$ cat config.mk
export PLATFORM = sky130hd
export DESIGN_NAME = temp_avg_ctrl
export DESIGN_NICKNAME = d
export VERILOG_FILES = /design/src/rtl/temp_pkg.sv /design/src/rtl/avg_accum.sv /design/src/rtl/temp_avg_ctrl.sv
export SDC_FILE = /design/constraint.sdc
export NUM_CORES = 1
export LEC_CHECK = 0
export CORE_ASPECT_RATIO = 1.2
export CORE_MARGIN = 5
export CORE_UTILIZATION = 55
export CTS_BUF_LIST = sky130_fd_sc_hd__clkbuf_16
export DETAILED_ROUTE_END_ITERATION = 8
export PLACE_DENSITY = 0.83
export SLEW_MARGIN = 20
export SYNTH_ARGS = -nofsm -noshare
export SYNTH_HDL_FRONTEND = slang
export SYNTH_SLANG_ARGS = --single-unit
$ cat constraint.sdc
create_clock -name clk -period 3.4 [get_ports clk]
set_clock_uncertainty 0.05 [all_clocks]
set_input_delay 0.85 -clock clk [delete_from_list [all_inputs] [get_ports clk]]
set_output_delay 0.85 -clock clk [all_outputs]
set_load 0.05 [all_outputs]
$ cat src/rtl/temp_pkg.sv
// Shared definitions for the temperature averaging path: FSM encoding and the
// default widths also used by the 50 MHz receive-controller bench.
package temp_pkg;

    localparam int DATA_W_DEF    = 8;
    localparam int AVG_N_DEF     = 4;
    localparam int RAM_DEPTH_DEF = 16;
    localparam int ADDR_W_DEF    = 4;

    typedef enum logic [1:0] {
        IDLE = 2'd0,
        RD   = 2'd1,
        CAP  = 2'd2,
        WR   = 2'd3
    } avg_state_t;

endpackage

$ cat src/rtl/avg_accum.sv
// Group accumulator: running byte sum and byte counter for one averaging group.
// 'last' flags that the byte being added now completes the group.
module avg_accum
    import temp_pkg::*;
#(
    parameter int DATA_W = DATA_W_DEF,
    parameter int AVG_N  = AVG_N_DEF
) (
    input  logic                               clk,
    input  logic                               reset_n,
    input  logic                               clr,
    input  logic                               add,
    input  logic [DATA_W-1:0]                  data,
    output logic [DATA_W+$clog2(AVG_N)-1:0]    sum,
    output logic                               last
);

    localparam int CNT_W = $clog2(AVG_N);
    localparam int SUM_W = DATA_W + CNT_W;

    logic [SUM_W-1:0] sum_q;
    logic [SUM_W-1:0] sum_d;
    logic [CNT_W-1:0] cnt_q;
    logic [CNT_W-1:0] cnt_d;

    // Next sum/count: clear wins over add so a finished group always restarts at zero.
    always_comb begin
        sum_d = sum_q;
        cnt_d = cnt_q;
        if (clr) begin
            sum_d = {SUM_W{1'b0}};
            cnt_d = {CNT_W{1'b0}};
        end else if (add) begin
            sum_d = sum_q + SUM_W'(data);
            cnt_d = cnt_q + CNT_W'(1);
        end else begin
            sum_d = sum_q;
            cnt_d = cnt_q;
        end
    end

    // Accumulator registers with synchronous active-low reset.
    always_ff @(posedge clk) begin
        if (!reset_n) begin
            sum_q <= {SUM_W{1'b0}};
            cnt_q <= {CNT_W{1'b0}};
        end else begin
            sum_q <= sum_d;
            cnt_q <= cnt_d;
        end
    end

    assign sum  = sum_q;
    assign last = (cnt_q == CNT_W'(AVG_N - 1));

endmodule

$ cat src/rtl/temp_avg_ctrl.sv
// Drains temperature bytes from the receive FIFO, averages each group of AVG_N
// bytes and writes the truncated average to a wrapping address in the result RAM.
module temp_avg_ctrl
    import temp_pkg::*;
#(
    parameter int DATA_W    = DATA_W_DEF,
    parameter int AVG_N     = AVG_N_DEF,
    parameter int RAM_DEPTH = RAM_DEPTH_DEF,
    parameter int ADDR_W    = ADDR_W_DEF
) (
    input  logic              clk,
    input  logic              reset_n,
    input  logic              fifo_empty,
    input  logic [DATA_W-1:0] fifo_rdata,
    output logic              fifo_rd,
    output logic              ram_wr,
    output logic [ADDR_W-1:0] ram_addr,
    output logic [DATA_W-1:0] ram_wdata,
    output logic              ram_wrapped
);

    localparam int CNT_W = $clog2(AVG_N);
    localparam int SUM_W = DATA_W + CNT_W;

    avg_state_t        state_q;
    avg_state_t        state_d;
    logic [ADDR_W-1:0] addr_q;
    logic [ADDR_W-1:0] addr_d;
    logic              wrapped_q;
    logic              wrapped_d;
    logic [SUM_W-1:0]  sum_s;
    logic              last_s;
    logic              acc_clr_s;
    logic              acc_add_s;

    avg_accum #(
        .DATA_W (DATA_W),
        .AVG_N  (AVG_N)
    ) u_accum (
        .clk     (clk),
        .reset_n (reset_n),
        .clr     (acc_clr_s),
        .add     (acc_add_s),
        .data    (fifo_rdata),
        .sum     (sum_s),
        .last    (last_s)
    );

    // FSM state register.
    always_ff @(posedge clk) begin
        if (!reset_n) begin
            state_q <= IDLE;
        end else begin
            state_q <= state_d;
        end
    end

    // FSM next-state: fifo_empty is only consulted in IDLE, so a read in flight always completes.
    always_comb begin
        state_d = state_q;
        case (state_q)
            IDLE: begin
                if (!fifo_empty) begin
                    state_d = RD;
                end else begin
                    state_d = IDLE;
                end
            end
            RD:  state_d = CAP;
            CAP: begin
                if (last_s) begin
                    state_d = WR;
                end else begin
                    state_d = IDLE;
                end
            end
            WR:      state_d = IDLE;
            default: state_d = IDLE;
        endcase
    end

    // FSM outputs, decoded from the present state only.
    always_comb begin
        fifo_rd   = 1'b0;
        ram_wr    = 1'b0;
        acc_add_s = 1'b0;
        acc_clr_s = 1'b0;
        case (state_q)
            IDLE: begin
                fifo_rd = 1'b0;
            end
            RD: begin
                fifo_rd = 1'b1;
            end
            CAP: begin
                acc_add_s = 1'b1;
            end
            WR: begin
                ram_wr    = 1'b1;
                acc_clr_s = 1'b1;
            end
            default: begin
                fifo_rd = 1'b0;
            end
        endcase
    end

    // Address advance after each write; the wrap flag is sticky until reset.
    always_comb begin
        addr_d    = addr_q;
        wrapped_d = wrapped_q;
        if (state_q == WR) begin
            if (addr_q == ADDR_W'(RAM_DEPTH - 1)) begin
                addr_d    = {ADDR_W{1'b0}};
                wrapped_d = 1'b1;
            end else begin
                addr_d    = addr_q + ADDR_W'(1);
                wrapped_d = wrapped_q;
            end
        end else begin
            addr_d    = addr_q;
            wrapped_d = wrapped_q;
        end
    end

    // Address and wrap-flag registers.
    always_ff @(posedge clk) begin
        if (!reset_n) begin
            addr_q    <= {ADDR_W{1'b0}};
            wrapped_q <= 1'b0;
        end else begin
            addr_q    <= addr_d;
            wrapped_q <= wrapped_d;
        end
    end

    assign ram_addr    = addr_q;
    assign ram_wrapped = wrapped_q;
    // Truncating divide by AVG_N: drop the low log2(AVG_N) bits of the registered sum.
    assign ram_wdata   = sum_s[SUM_W-1:CNT_W];

endmodule

==> flow_summary.toml, run 1 <==
[yosys]
synthesis.area_per_instance_um2 = 8.402
syn_warnings = 0
cell_type_with_the_largest_total_area_after_synthesis = "sky130_fd_sc_hd__dfxtp_1"
yosysSeqAreaShare = 0.2865
synth_flop_cell = "sky130_fd_sc_hd__dfxtp_1"
edff_count_synth = 0
postSynthRegisterBits = 19
yosysTopAreaCellShare = 0.2865
synth.area.top_cells = "sky130_fd_sc_hd__dfxtp_1 29%, sky130_fd_sc_hd__ha_1 9.4%, sky130_fd_sc_hd__buf_4 4.5%"
synth-async-reset-ratio = 0
post_synth_inst_count = 158
netlist-cell-type-count = 47
mappedNetlistNets = 180
post_synth_instance_area_um2 = 1328

[critical_path]
setup.worst_path.end_class = "output pin"
timing.critical_path.fanout_max = 11
worstPathCellList = "nand2_1 > inv_2 > clkdlybuf4s50_1"
start_kind = "flip-flop"
crit_arrival_ns = 1.97
cpMaxStageDelayCell = "sky130_fd_sc_hd__clkdlybuf4s50_1"
setup.worst_path.class = "reg2out"
crit_path_max_incr_delay_ns = 0.81
timing.critical_path.required_ns = 2.50

[sta]
timing.fmax_ghz = 0.3484
number_of_setup_violations_in_the_final_report = 0
fin_setup_tns_ns = 0
timing.final.crit_period_ns = 2.870
max-slew-margin-rel = 0.6601
report.final.hold_viol_count = 0
slew_violations = 0
tightestPinTransition_ns = 0.5082
final_min_period_over_clock_period = 0.8442
grt_setup_unrepaired = "false"

[clocking]
clkSlewWorstSetupHoldPaths_ns = 0.05
numCtsBuffers = 3
cts.root.buffer_cell = "sky130_fd_sc_hd__clkbuf_16"
clock-sinks = 19
cts.hold.buffers_added = 0
tritoncts = "yes"
post_cts_resize_count = 0
worst_skew_pair.late_latency_ns = 0.25
post_cts_buffers = 0
h-tree-depth = 1
clock_path_buffers = 2

[global_routing]
grt_max_degree = 24
grt_overflow = 0
gr-usage-all-layers = 0.1923
first_global_vias = 1187
antenna_found_initial = 0
grt_pass1_wl_um = 5154

[flow_run]
max_cap_viol_count = 0

[cells_and_area]
post_route_cells_drive_above_1_share = 0.06286
layout.cells.most_common_list = "25 x sky130_fd_sc_hd__clkdlybuf4s50_1, 19 x sky130_fd_sc_hd__dfxtp_1, 11 x sky130_fd_sc_hd__nand2_1, 11 x sky130_fd_sc_hd__nor2_1, 10 x sky130_fd_sc_hd__ha_1"
syn_to_final_growth_pct = 22.15
post-route-cell-area_um2 = 1622
antenna_cells_inserted = 0
commonest_non_fill_non_tap_cell_in_the_layout = "sky130_fd_sc_hd__clkdlybuf4s50_1"
nNetsFinal = 198

[status]
status = "completed"

[floorplanning]
coreArea_um2 = 2306
die_width_um = 54.85
ioPinCount = 26
floorplan.rows = 19
chipHeight_um = 63.82
floorplan.die_area_um2 = 3501
floorplan.initialDensity = 0.5757

[pwr]
design_power_total_mw = 0.6800
max-vdd-ir-drop_uv = 431.0
power-per-cell-area_nw_per_um2 = 419.3
static_leak_nw = 0.6127

[routing]
aggregate_routed_wire_length_um = 2931
drc = 0
drt_first_iter_violations = 31
drt.antenna.violating_nets = 0
wl_per_cell_um = 14.23
viasPerCell = 5.767
drt_pass1_iterations = 4
num_vias = 1188

[placement]
post-dp-hpwl_um = 2062
io_buffer_count = 25
placed_cell_area_um2 = 1541
globalplace.congestion = 0.8716

[worst_hold_path]
hold_path.class = "reg2reg"
==> report_power, final <==
| group | internal (mW) | leakage (nW) | switching [mW] | total [mW] |
|---|---|---|---|---|
| sequential | 0.239 | 0.154 | 0.0175 | 0.256 |
| combinational | 0.0731 | 0.418 | 0.106 | 0.179 |
| clock | 0.158 | 0.0409 | 0.0870 | 0.245 |
| total | 0.470 | 0.613 | 0.210 | 0.680 |
==> cells by family (layout without fill, tap and decap cells) <==
logic type	count (synthesis)	count (layout)	synth area share
AND/OR/NAND/NOR	62	62	0.2658
buffers and inverters	23	40	0.09331
flip-flops	19	19	0.2865
XOR/XNOR	1	1	0.006599
multiplexers	2	2	0.01508
adder cells (fa/ha/maj)	11	11	0.1093
AO/OA/AOI/OAI	40	40	0.2234
==> layer usage <==
layer | routed length (µm) | track usage | vias up
li1 | - | - | 596
met1 | 1255 | 0.2393 | 556
met2 | 1470 | 0.2988 | 27
met3 | 134 | 0.04884 | 9
met4 | 71 | 0.09346 | 0
met5 | 0 | 0 | -
==> sequential cells by signal, indices dropped and copies added, names as in the netlist <==
name           cells
u_accum.sum       10
ram_addr           4
state_q            2
u_accum.cnt_q      2
ram_wrapped        1
==> final cells by class <==
cell class                 count  area, µm²
timing repair buffer          27      265.3
clock inverter                 1      5.005
fill                         201      684.4
multi-input combinational    116      823.3
sequential                    19      380.4
tap                           31      38.79
inverter                       9      33.78
clock buffer                   3      75.07
==> Yosys cell counts (2+ instances only) <==
cell / instances
sky130_fd_sc_hd__dfxtp_1: 19
sky130_fd_sc_hd__nand2_1: 11
sky130_fd_sc_hd__nor2_1: 11
sky130_fd_sc_hd__ha_1: 10
sky130_fd_sc_hd__buf_4: 8
sky130_fd_sc_hd__inv_1: 8
sky130_fd_sc_hd__a21oi_1: 6
sky130_fd_sc_hd__and2_1: 6
sky130_fd_sc_hd__nand3_1: 6
sky130_fd_sc_hd__nor2b_1: 6
sky130_fd_sc_hd__o21a_1: 5
sky130_fd_sc_hd__nand3b_1: 4
sky130_fd_sc_hd__nor3b_1: 4
sky130_fd_sc_hd__a211o_1: 3
sky130_fd_sc_hd__a211oi_1: 3
sky130_fd_sc_hd__clkbuf_1: 3
sky130_fd_sc_hd__nand2b_1: 3
sky130_fd_sc_hd__o21ai_0: 3
sky130_fd_sc_hd__o21ai_1: 3
sky130_fd_sc_hd__o311ai_1: 3
sky130_fd_sc_hd__buf_2: 2
sky130_fd_sc_hd__mux2i_1: 2
sky130_fd_sc_hd__nor4_1: 2
sky130_fd_sc_hd__o22ai_1: 2
sky130_fd_sc_hd__o31a_1: 2
sky130_fd_sc_hd__or2_1: 2
==> per-stage QoR <==
stage / worst slack, ns / utilization / hold WS, ns / std cells
2_1_floorplan: 1.136 / - / 0.4449 / 158
3_3_place_gp: 0.6641 / 0.6685 / 0.3985 / 202
3_5_place_dp: 0.6051 / 0.6685 / 0.4122 / 202
4_1_cts: 0.5320 / 0.7032 / 0.4251 / 206
5_1_grt: 0.4067 / 0.7032 / 0.4454 / 206
6_report: 0.5296 / 0.7032 / 0.4207 / 206
==> path summary, 6_finish.rpt <==
kind	start	to	slack, ns	cells past startpoint
worst min-delay path	ram_wrapped	ram_wrapped	0.42	1
worst max-delay path	state_q[0]	ram_wr	0.53	3
worst max register to register	u_accum.sum[0]	u_accum.sum[6]	1.55	7
worst min register to register	ram_wrapped	ram_wrapped	0.42	1
==> critical path, delay by kind of cell, from the launching register on <==
family	cells	cell delay, ns
AND/OR/NAND/NOR	1	0.26
buffers and inverters	2	0.95
flip-flops	1	0.52
Note: power is estimated with default switching activity, not from simulation.
==> run 2, diff against run 1 <==
Settings changed: CORE_UTILIZATION 55 to 51, PLACE_DENSITY 0.83 to 0.78.
Clock period 3.4 ns to 3 ns, I/O delays scaled along.
==> run 2 against run 1 <==
- final cell count is 1.5% higher
- final area up 0.39%
- sequential share of layout area fell by 0.090 points
- sequential power rose by 13%
- via count rose by 1.7%
- global-route usage down 2.4 points
- power increased by 13%
- register-to-register slack worse by 0.37 ns
- first-iteration DRC count down 23%
- setup slack gained 0.038 ns
- die area up 6.5%
- critical path type is now in2reg
- highest routed layer unchanged
==> flow_summary.toml, run 2 (synthesis gave the netlist of run 1 again) <==
[clocking]
cts.hold.buffers_added = 0
tritoncts = "yes"
post_cts_buffers = 0
clock-sinks = 19
clkSlewWorstSetupHoldPaths_ns = 0.05
numCtsBuffers = 3
cts.root.buffer_cell = "sky130_fd_sc_hd__clkbuf_16"
clock_path_buffers = 2
post_cts_resize_count = 0
worst_skew_pair.late_latency_ns = 0.25
h-tree-depth = 1

[status]
status = "completed"

[routing]
wl_met1_um = 1231
wl_per_cell_um = 13.79
top_layer_used = "met4"
drc = 0
dr_wl_met2_um = 1446
drt_first_iter_violations = 24
route.met3.wl_um = 114
viasPerCell = 5.780
aggregate_routed_wire_length_um = 2883
drt.antenna.violating_nets = 0
drt_pass1_iterations = 4
num_vias = 1208

[sta]
grt_setup_unrepaired = "false"
slew_violations = 0
timing.final.crit_period_ns = 2.432
final_min_period_over_clock_period = 0.8107
report.final.hold_viol_count = 0
max-slew-margin-rel = 0.6603
number_of_setup_violations_in_the_final_report = 0
tightestPinTransition_ns = 0.5080
fin_setup_tns_ns = 0
timing.fmax_ghz = 0.4112

[critical_path]
worstSetupPathDepth = 8
cpMaxStageDelayCell = "sky130_fd_sc_hd__clkdlybuf4s50_1"
crit_arrival_ns = 2.54
setup.worst_path.class = "in2reg"
worst_r2r_path_depth = 7
cpLargestDelayFamily = "compound AO/OA/AOI/OAI gates"
timing.critical_path.required_ns = 3.11
start_kind = "input port"
crit_path_max_incr_delay_ns = 0.40
rrSetupSlack_ns = 1.18
worstPathCellList = "clkdlybuf4s50_1 > ha_1 > inv_1 > fa_1 > nor2b_4 > o31a_1 > o31a_1 > o311ai_1"
timing.critical_path.fanout_max = 4
setup.worst_path.end_class = "flip-flop"
timing.critical_path.buf_inv = 2
critical_path.most_common_cell = "sky130_fd_sc_hd__o31a_1"

[cells_and_area]
layout.cells.most_common_list = "24 x sky130_fd_sc_hd__clkdlybuf4s50_1, 19 x sky130_fd_sc_hd__dfxtp_1, 11 x sky130_fd_sc_hd__nand2_1, 11 x sky130_fd_sc_hd__nor2_1, 10 x sky130_fd_sc_hd__ha_1"
post_layout_nonfiller_instances = 209
post_route_cells_drive_above_1_share = 0.06818
post-route-cell-area_um2 = 1628
nNetsFinal = 199
largest_register_ffs = 10
commonest_non_fill_non_tap_cell_in_the_layout = "sky130_fd_sc_hd__clkdlybuf4s50_1"
syn_to_final_growth_pct = 22.62
antenna_cells_inserted = 0

[floorplanning]
ioPinCount = 26
die_width_um = 56.58
floorplan.rows = 20
coreArea_um2 = 2527
chipHeight_um = 65.89
floorplan.die_area_um2 = 3728
floorplan.initialDensity = 0.5252

[flow_run]
max_cap_viol_count = 0

[worst_hold_path]
worst_hold_path.num_cells = 1
hold_path.class = "reg2reg"

[pwr]
internal_power_mw = 0.5317
share_clk_of_total_power = 0.356
total_switching_power_mw = 0.2356
power_frac_comb = 0.268
swShare = 0.3071
max-vdd-ir-drop_uv = 274.8
seq_power_share = 0.376
static_leak_nw = 0.6214
power-per-cell-area_nw_per_um2 = 471.3

[global_routing]
antenna_found_initial = 0
first_global_vias = 1209
gr-usage-all-layers = 0.1685
grt_max_degree = 25
grt_overflow = 0
grt_pass1_wl_um = 5037

[placement]
placed_cell_area_um2 = 1549
dp_cell_count = 205
globalplace.congestion = 0.8874
post-dp-hpwl_um = 2118
io_buffer_count = 25
==> run 2: cell count changes in the layout (fill, tap and decap cells not counted) <==
| cell | change |
|---|---|
| sky130_fd_sc_hd__inv_1 | +1 |
| sky130_fd_sc_hd__buf_4 | +2 |
| sky130_fd_sc_hd__clkinv_2 | -1 |
| sky130_fd_sc_hd__clkdlybuf4s50_1 | -1 |
==> run 2: worst paths after layout <==
kind,startpoint,to
worst max register to register,u_accum.sum[0],u_accum.sum[6]
worst min register to register,ram_wrapped,ram_wrapped
worst min-delay path,ram_wrapped,ram_wrapped
worst max-delay path,fifo_rdata[0],u_accum.sum[6]
==> run 2: worst register-to-register path: stages (launching register included) <==
cell and delay [ns]:
sky130_fd_sc_hd__dfxtp_1 0.31, sky130_fd_sc_hd__ha_1 0.21, sky130_fd_sc_hd__inv_1 0.08, sky130_fd_sc_hd__fa_1 0.23, sky130_fd_sc_hd__nor2b_4 0.06, sky130_fd_sc_hd__o31a_1 0.28
sky130_fd_sc_hd__o31a_1 0.25, sky130_fd_sc_hd__o311ai_1 0.25
==> run 2: metrics by stage <==
stage	hold slack, ns	setup slack [ns]	power [mW]	utilization
finish	0.4208	0.5678	0.7673	0.6441
global route	0.4425	0.4985	0.8022	0.6441
CTS	0.4210	0.5654	0.7723	0.6441
detailed placement	0.4083	0.3093	0.4990	0.6129
global placement	0.3981	0.3620	0.4925	0.6129
floorplan	0.4449	0.8362	0.4532	-
==> run 2: layer usage <==
layer | GRT usage | vias to the layer above
li1 | - | 605
met1 | 0.1807 | 565
met2 | 0.3092 | 27
met3 | 0.03125 | 11
met4 | 0.08902 | 0
met5 | 0 | -
==> run 2: area by class of cell <==
cell class / count / area (µm²)
timing repair buffer: 28 / 270.3
tap: 33 / 41.29
sequential: 19 / 380.4
fill: 225 / 899.6
inverter: 9 / 33.78
clock inverter: 1 / 3.754
clock buffer: 3 / 75.07
multi-input combinational: 116 / 823.3
==> run 2: power by group through the flow <==
stage	registers, mW	logic (mW)	clock network, mW
6_report	0.289	0.205	0.273
5_1_grt	0.291	0.220	0.291
4_1_cts	0.289	0.206	0.277
3_5_place_dp	0.295	0.204	0
3_3_place_gp	0.292	0.200	0
2_1_floorplan	0.291	0.163	0
